### src/rtl/engine_scheduler.sv
// engine_scheduler: hands raster-ordered pixel coordinates to a pool of
// Mandelbrot engines, round-robin over whichever engines are free.
// Optional stall counter enabled by defining ENGINE_SCHEDULER_PERF_EN;
// without it stall_cycles is tied to zero.
//
// state    | meaning
// IDLE     | waiting for start
// DISPATCH | issuing pixels to free engines, one grant per cycle at most
// DRAIN    | every pixel issued, waiting for engines to retire
// DONE     | one-cycle frame_done, then back to IDLE
module engine_scheduler #(
    parameter int NUM_ENGINES      = 8,
    parameter int PIXEL_DATA_WIDTH = 10,
    parameter int X_SIZE           = 640,
    parameter int Y_SIZE           = 480
) (
    input  logic                        clk,
    input  logic                        reset,
    input  logic                        start,
    input  logic                        hold,
    input  logic [NUM_ENGINES-1:0]      engine_fin,
    output logic [NUM_ENGINES-1:0]      grant,
    output logic [PIXEL_DATA_WIDTH-1:0] dispatch_x,
    output logic [PIXEL_DATA_WIDTH-1:0] dispatch_y,
    output logic                        busy,
    output logic                        frame_done,
    output logic                        protocol_err,
    output logic [31:0]                 stall_cycles
);
    localparam int PTR_W = (NUM_ENGINES > 1) ? $clog2(NUM_ENGINES) : 1;

    typedef enum logic [1:0] {IDLE, DISPATCH, DRAIN, DONE} state_t;

    state_t                      state;
    state_t                      state_next;
    logic [NUM_ENGINES-1:0]      outstanding;
    logic [PTR_W-1:0]            pointer;
    logic [PIXEL_DATA_WIDTH-1:0] pos_x;
    logic [PIXEL_DATA_WIDTH-1:0] pos_y;

    logic                        found;
    logic [PTR_W-1:0]            pick;
    logic                        issue;
    logic [NUM_ENGINES-1:0]      pick_onehot;
    logic                        last_x;
    logic                        last_pixel;
    logic                        frame_start;

    // Find the first free engine at or above the pointer, wrapping around.
    // An engine whose fin arrives this edge is still seen as busy here.
    always_comb begin
        logic [PTR_W:0] sum;
        found = 1'b0;
        pick  = '0;
        sum   = '0;
        for (int k = 0; k < NUM_ENGINES; k++) begin
            sum = {1'b0, pointer} + (PTR_W+1)'(k);
            if (sum >= (PTR_W+1)'(NUM_ENGINES)) begin
                sum = sum - (PTR_W+1)'(NUM_ENGINES);
            end
            if (!found && !outstanding[sum[PTR_W-1:0]]) begin
                found = 1'b1;
                pick  = sum[PTR_W-1:0];
            end
        end
    end

    assign issue       = (state == DISPATCH) && !hold && found;
    assign pick_onehot = issue ? (NUM_ENGINES'(1) << pick) : '0;
    assign last_x      = (pos_x == PIXEL_DATA_WIDTH'(X_SIZE - 1));
    assign last_pixel  = last_x && (pos_y == PIXEL_DATA_WIDTH'(Y_SIZE - 1));
    assign frame_start = (state == IDLE) && start;

    // Next-state decode and state-derived outputs.
    always_comb begin
        state_next = state;
        busy       = 1'b1;
        frame_done = 1'b0;
        case (state)
            IDLE: begin
                busy = 1'b0;
                if (start) state_next = DISPATCH;
            end
            DISPATCH: begin
                if (issue && last_pixel) state_next = DRAIN;
            end
            DRAIN: begin
                if (outstanding == '0) state_next = DONE;
            end
            DONE: begin
                frame_done = 1'b1;
                state_next = IDLE;
            end
            default: state_next = IDLE;
        endcase
    end

    // State register.
    always_ff @(posedge clk or posedge reset) begin
        if (reset) state <= IDLE;
        else       state <= state_next;
    end

    // Engine bookkeeping: outstanding mask and sticky protocol error.
    always_ff @(posedge clk or posedge reset) begin
        if (reset) begin
            outstanding  <= '0;
            protocol_err <= 1'b0;
        end else begin
            outstanding  <= (outstanding & ~engine_fin) | pick_onehot;
            protocol_err <= protocol_err | (|(engine_fin & ~outstanding));
        end
    end

    // Grant/coordinate registers, round-robin pointer and raster position.
    always_ff @(posedge clk or posedge reset) begin
        if (reset) begin
            grant      <= '0;
            dispatch_x <= '0;
            dispatch_y <= '0;
            pointer    <= '0;
            pos_x      <= '0;
            pos_y      <= '0;
        end else begin
            grant <= pick_onehot;
            if (frame_start) begin
                pos_x <= '0;
                pos_y <= '0;
            end else if (issue) begin
                dispatch_x <= pos_x;
                dispatch_y <= pos_y;
                pointer    <= (pick == PTR_W'(NUM_ENGINES - 1)) ? '0 : pick + PTR_W'(1);
                if (last_x) begin
                    pos_x <= '0;
                    pos_y <= pos_y + PIXEL_DATA_WIDTH'(1);
                end else begin
                    pos_x <= pos_x + PIXEL_DATA_WIDTH'(1);
                end
            end
        end
    end

`ifdef ENGINE_SCHEDULER_PERF_EN
    logic [31:0] stall_count;

    // Count DISPATCH cycles that could not issue; saturates, restarts per frame.
    always_ff @(posedge clk or posedge reset) begin
        if (reset) begin
            stall_count <= '0;
        end else if (frame_start) begin
            stall_count <= '0;
        end else if ((state == DISPATCH) && !issue && (stall_count != 32'hFFFF_FFFF)) begin
            stall_count <= stall_count + 32'd1;
        end
    end

    assign stall_cycles = stall_count;
`else
    assign stall_cycles = 32'd0;
`endif

endmodule

### config.mk
export PLATFORM = sky130hd
export DESIGN_NAME = engine_scheduler
export DESIGN_NICKNAME = d
export VERILOG_FILES = /design/src/rtl/engine_scheduler.sv
export SDC_FILE = /design/constraint.sdc
export NUM_CORES = 1
export LEC_CHECK = 0
export BUFFER_PORTS_ARGS = -buffer_cell sky130_fd_sc_hd__buf_4
export CAP_MARGIN = 20
export CORE_MARGIN = 1
export CORE_UTILIZATION = 55
export CTS_CLUSTER_SIZE = 16
export DETAILED_ROUTE_END_ITERATION = 7
export GPL_TIMING_DRIVEN = 0
export PLACE_DENSITY = 0.79
export SYNTH_ARGS = -nofsm -noshare
export SYNTH_HDL_FRONTEND = slang
export SYNTH_SLANG_ARGS = --single-unit
### constraint.sdc
create_clock -name clk -period 4.33 [get_ports clk]
set_clock_uncertainty 0.2 [all_clocks]
set_input_delay 0.2165 -clock clk [delete_from_list [all_inputs] [get_ports clk]]
set_output_delay 0.2165 -clock clk [all_outputs]
set_load 0.01 [all_outputs]
After elaboration in Yosys (flattened, before gate mapping)
Cells that the tools add are included.
Cells by class
  equal/unequal tests: 9
  magnitude comparators: 16
  reduce and logical (&&, ||, !) cells: 34
  bitwise logic cells: 7
  muxes and demuxes: 54
  divide/modulo/power cells: 0
  shift-type cells: 1
  add/subtract/negate cells: 18
  multiply operators: 0
Operator list (count)
  $mux 10: 6
  $mux 3: 17
  $lt 3x4->1 const B: 8
  $ge 4x4->1 const B: 7
  $bmux 1 s3: 8
  $sub 3x1->3 const B: 8
  $add 10x1->10 const B: 2
  $mux 1: 18
  $add 3x3->4 const B: 4
  $and 8x8->8: 2
  $not 8->8: 2
  $logic_not 1->1: 14
  $logic_and 1x1->1: 12
  $eq 10x10->1 const B: 1
  $eq 10x9->1 const B: 1
  $add 3x2->4 const B: 2
  $logic_not 8->1: 1
  $mux 8: 1
  $or 8x8->8: 1
  $pmux 2 s4: 1
  $reduce_or 8->1: 1
  $shl 1x3->8 const A: 1
  $mux 2: 3
  $add 3x1->4 const B: 1
  13 further kinds: 17
Word-level totals
  output and inout port bits: 63
  word-level logic and storage cells: 148
  bits in registers: 62
  latch bits: 0
  memory bits (read-only): 0
  input bits: 12
  memories: 0
  RAM bits: 0

Logic depth before layout (Yosys ltp)
  depth after elaboration: 30
  mapped depth: 15
  mapped depth without buffers: 12

Worst setup path after synthesis
Ideal clock, no wire load.
  path type: register to register
  start: reg pointer[1]
  end: reg pointer[0]
  cell stages (with the launch flop): 14
  data required time: 4.035 ns
  period minus slack after synthesis: 3.591 ns
  arrival time: 3.295 ns
  slack: 0.739 ns
  setup time: 0.095 ns
  path buffers: 2
  path through: dfrtp_1 clkbuf_1 buf_2 inv_1 ha_1 mux4_2 mux2_4 and3_1 o221a_2 o2111ai_1 o211ai_1 ha_1 nor2b_1 o31ai_1
On the way
  longest elaborated chain between the ends: 28
  elaborated cells between the ends (all ways): 88
  those cells by class: add/sub (16); order compare (8); eq/ne (1); mux (41); reduce/logical (22)
RTL lines
  start: declaration: RTL line 37  | logic [PTR_W-1:0] pointer;
  start signal: assignment: RTL line 132  | pointer <= (pick == PTR_W'(NUM_ENGINES - 1)) ? '0 : pick + PTR_W'(1);
  $add 3x1->4: RTL line 57  | sum = {1'b0, pointer} + (PTR_W+1)'(k);
  $ge 4x4->1 / $sub 3x1->3 (equally long branches): RTL line 58, 59
  $mux 3: RTL line 58  | if (sum >= (PTR_W+1)'(NUM_ENGINES)) begin
  $bmux 1 s3: RTL line 61  | if (!found && !outstanding[sum[PTR_W-1:0]]) begin
  $mux 1 (not written as such): RTL line 61
  $logic_not 1->1: RTL line 61
  $logic_and 1x1->1: RTL line 61
  $mux 1: RTL line 61
  [... 12 more ...]
  $logic_not 1->1: RTL line 61
  $logic_and 1x1->1: RTL line 61
  $mux 1: RTL line 61
  $logic_not 1->1: RTL line 61
  $logic_and 1x1->1: RTL line 61
  $mux 3 / $mux 1 (equally long branches): RTL line 61
  $add 3x1->3, or another cell as far along: RTL line 132
  $mux 3 / $reduce_and 2->1 (equally long branches)
Parallel ways exist; a longest one is shown, timed or not. The select of a mux whose other input is x is not followed.
A chain may end at the register's enable or synchronous reset.

Worst setup path in the final report
  start: reg pointer[1]
  end: reg pos_y[5]
On the way
  longest elaborated chain between the ends: 29
  elaborated cells between the ends (all ways): 78
  those cells by class: add/sub (15); order compare (8); mux (32); reduce/logical (23)
RTL lines
  $add 3x1->4: RTL line 57
  $ge 4x4->1 / $sub 3x1->3 (equally long branches): RTL line 58, 59
  $mux 3: RTL line 58
  $bmux 1 s3: RTL line 61
  $mux 1 (not written as such): RTL line 61
  $logic_not 1->1: RTL line 61
  $logic_and 1x1->1: RTL line 61
  $mux 1: RTL line 61
  [... 13 more ...]
  $logic_and 1x1->1: RTL line 61
  $mux 1: RTL line 61
  $logic_not 1->1: RTL line 61
  $logic_and 1x1->1: RTL line 61
  $mux 1 (*): RTL line 61
  $logic_and 1x1->1 (*): RTL line 68  | assign issue = (state == DISPATCH) && !hold && found;
  $reduce_bool 2->1 (no source line) (*)
  $reduce_and 2->1 (no source line) (*)
  end signal: assignment: RTL line 135  | pos_y <= pos_y + PIXEL_DATA_WIDTH'(1);
  end: declaration: RTL line 39  | logic [PIXEL_DATA_WIDTH-1:0] pos_y;
Mark *: on every way between the ends. The rest lies on a longest branch, timed or not. The select of a mux whose other input is x is not followed.

==> results.toml <==
[floorplan]
die_height_um = 88.4
start_util_pct = 56.6
coreArea_um2 = 7250
row_count = 31
ios = 75
die_w_um = 88.4
fp.dieArea_um2 = 7820

[routing]
drtIter0Drc = 155
ant_nets = 0
via_per_inst = 5.62
routed_wl_um = 9490
detail_route.wl_per_cell_um = 15.5
first_pass_iters = 5
route.detailed.drc = 0
vias = 3450

[global_route]
grt_pass1_vias = 3330
grt_first_pass_wirelength_um = 15600
grt_use_total_pct = 26.5
grt_max_degree = 37
overflow = 0
antenna_found_initial = 0

[yosys]
synth_top_family_by_area = "compound AO/OA/AOI/OAI gates"
synthAdderAreaFrac_pct = 3.96
ys_ff_latch = 62
netlist_area_um2 = 4110
synth_seq_area_share_pct = 37.8
synthFlopType = "dfrtp_1"
synthDistinctLibCells = 67
ys_top_cells_by_area = "dfrtp_1 38%, buf_4 5.8%, mux2_2 5.2%"
yosysMostFrequentCell = "dfrtp_1"
synth_compound_area_share_pct = 18.1
synthXorXnorAreaFrac_pct = 1.71
yosys.area_share.simple_pct = 14.4
synth_area_leader_cell = "dfrtp_1"
ys_warn_count = 0
syn_inst = 416
synthArstFlopShare_pct = 100
syn_area_per_cell_um2 = 9.88
synthTopCellsByCount = "62 x dfrtp_1, 32 x buf_4, 32 x nand2_1, 26 x inv_1, 25 x nor2_1"
synth_top_area_share_pct = 37.8
synth_enable_flop_cells = 0
synthMuxAreaShare_pct = 13.2

[timing]
max_freq_mhz = 244
layout_min_cycle_time_ns = 4.09
tightest_slew_ns = 0.735
slew_headroom_pct = 50.6
fin_setup_tns_ns = 0
setup_violations = 0
hold_viol = 0
drv_slew = 0
rsz0062_at_grt = "false"
period_share_pct = 94.6

[finish]
insertedDiodeCount = 0
fin_util_pct = 68.9
fin_nets = 535
syn_to_final_growth_pct = 21.6
drive_above_1_share_pct = 28.9

[flow_run]
maxCapViolCount = 0

[cts]
cts.path.max_buffers = 2
clk_pin_slew_ns = 0.07
clock-root-buffer = "clkbuf_8"
cts_made_buffers = 9
cts.sinks = 62
clk_latency_ns = 0.35
htreeDepth = 3
tritoncts = "done"

[worst_setup_path]
path_delay_family = "compound AO/OA/AOI/OAI gates"
setup.worst_path.end_class = "register"
path_max_fanout = 10
cpPeakStageDelay_ns = 0.59
worstSetupStartpointType = "register"
cp_slowest_cell = "mux4_2"
crit_chain = "clkbuf_4, inv_1, ha_1, mux4_2, mux2_4, and3_1, o221ai_2, o211ai_2, buf_2, o41ai_1, a21oi_1"
crit_buf_inv = 3
critical_path_class = "reg -> reg"
crit_required_ns = 4.34
arrival_ns = 4.10

[place]
gp_congestion = 0.907
portBuffers = 42
dpl.hpwl_um = 7020

[min_path]
hp-class = "in -> reg"

[power_and_ir_drop]
ir_drop_mv = 0.391
report.power.total_mw = 2.81
p_per_area_nw_per_um2 = 563
power_leakage_nw = 2.37

[run_status]
status = "finished, final reports clean"
[final timing paths]
check | from | end | slack, ns | cells after the start
setup / recovery | pointer[1]$_DFFE_PP0P_ | pos_y[5]$_DFFE_PP0P_ | 0.24 | 11
hold / removal | start | pos_y[8]$_DFFE_PP0P_ | 0.11 | 5
setup reg to reg | pointer[1]$_DFFE_PP0P_ | pos_y[5]$_DFFE_PP0P_ | 0.24 | 11
hold reg to reg | protocol_err$_DFF_PP0_ | protocol_err$_DFF_PP0_ | 0.29 | 2
max in group asynchronous | reset | dispatch_x[3]$_DFFE_PP0P_ | 3.06 | 4
min in group asynchronous | reset | outstanding[6]$_DFF_PP0_ | 0.28 | 3
[power by group]
| group | total, mW | switching, mW | leakage [nW] | internal, mW |
|---|---|---|---|---|
| sequential | 0.811 | 0.119 | 0.812 | 0.692 |
| clock | 0.553 | 0.231 | 0.106 | 0.323 |
| combinational | 1.44 | 0.809 | 1.45 | 0.636 |
[layout by cell type (no fill, tap or decap), drive strengths merged, types with 13 or more instances in the layout]
cell and instances:
dfrtp 62, a21oi 20, mux2 25, clkbuf 15
nor2 26, ha 13, nand2 32, nand3 13
inv 26, conb 32, o21ai 21, buf 87
[cell type report]
type / instances / area [µm²]
Tap cell: 99 / 124
Buffer: 48 / 343
Clock inverter: 6 / 86.3
Inverter: 26 / 97.6
Multi-Input combinational cell: 310 / 2230
Fill cell: 567 / 2260
Clock buffer: 10 / 128
Timing Repair Buffer: 53 / 433
Sequential cell: 62 / 1550
[state kept, by name, indices dropped and copies added, names as in the netlist]
| name | cells |
|---|---|
| state | 2 |
| dispatch_x | 10 |
| pointer | 3 |
| pos_x | 10 |
| pos_y | 10 |
| grant | 8 |
| dispatch_y | 10 |
| protocol_err | 1 |
| outstanding | 8 |
[routing by layer]
layer	up-vias	share of wire (%)	GRT usage (%)
li1	1634	-	-
met1	1675	42	33.4
met2	125	52	45.0
met3	16	4.7	4.48
met4	0	1.8	11.6
met5	-	0	0
[cells by family (layout without fill, tap and decap cells)]
logic type               Yosys count  count (layout)
adder cells (fa/ha/maj)           13              13
AND/OR/NAND/NOR                  116             116
AO/OA/AOI/OAI                    102             102
XOR/XNOR                           8               8
multiplexers                      39              39
other                              1              32
buffers and inverters             75             143
flip-flops                        62              62
[worst reg2reg max path: stages, from the launching register on]
cell and delay [ns]:
dfrtp_1 0.49, clkbuf_4 0.28, inv_1 0.13, ha_1 0.40, mux4_2 0.59, mux2_4 0.31, and3_1 0.19, o221ai_2 0.32
o211ai_2 0.23, buf_2 0.24, o41ai_1 0.44, a21oi_1 0.12
[stage by stage]
stage / std cells / hold slack, ns / cell area, µm² / setup slack [ns]
final: 614 / 0.113 / 4990 / 0.236
after global routing: 614 / 0.132 / 4990 / 0.0447
after CTS: 614 / 0.0969 / 4990 / 0.105
after detailed placement: 589 / 0.117 / 4680 / 0.134
after global placement: 588 / 0.200 / 4660 / 0.261
after floorplan: 447 / 0.102 / 4230 / 0.739
[repair_timing]
| action | in CTS | in global routing |
|---|---|---|
| hold buffers | 9 | 0 |
| resized for setup | 0 | 1 |
| endpoints found under the hold margin | 35 | 0 |
| setup buffers | 0 | 1 |
| endpoints found under the setup margin | 0 | 9 |
(Power assumes the default switching activity.)
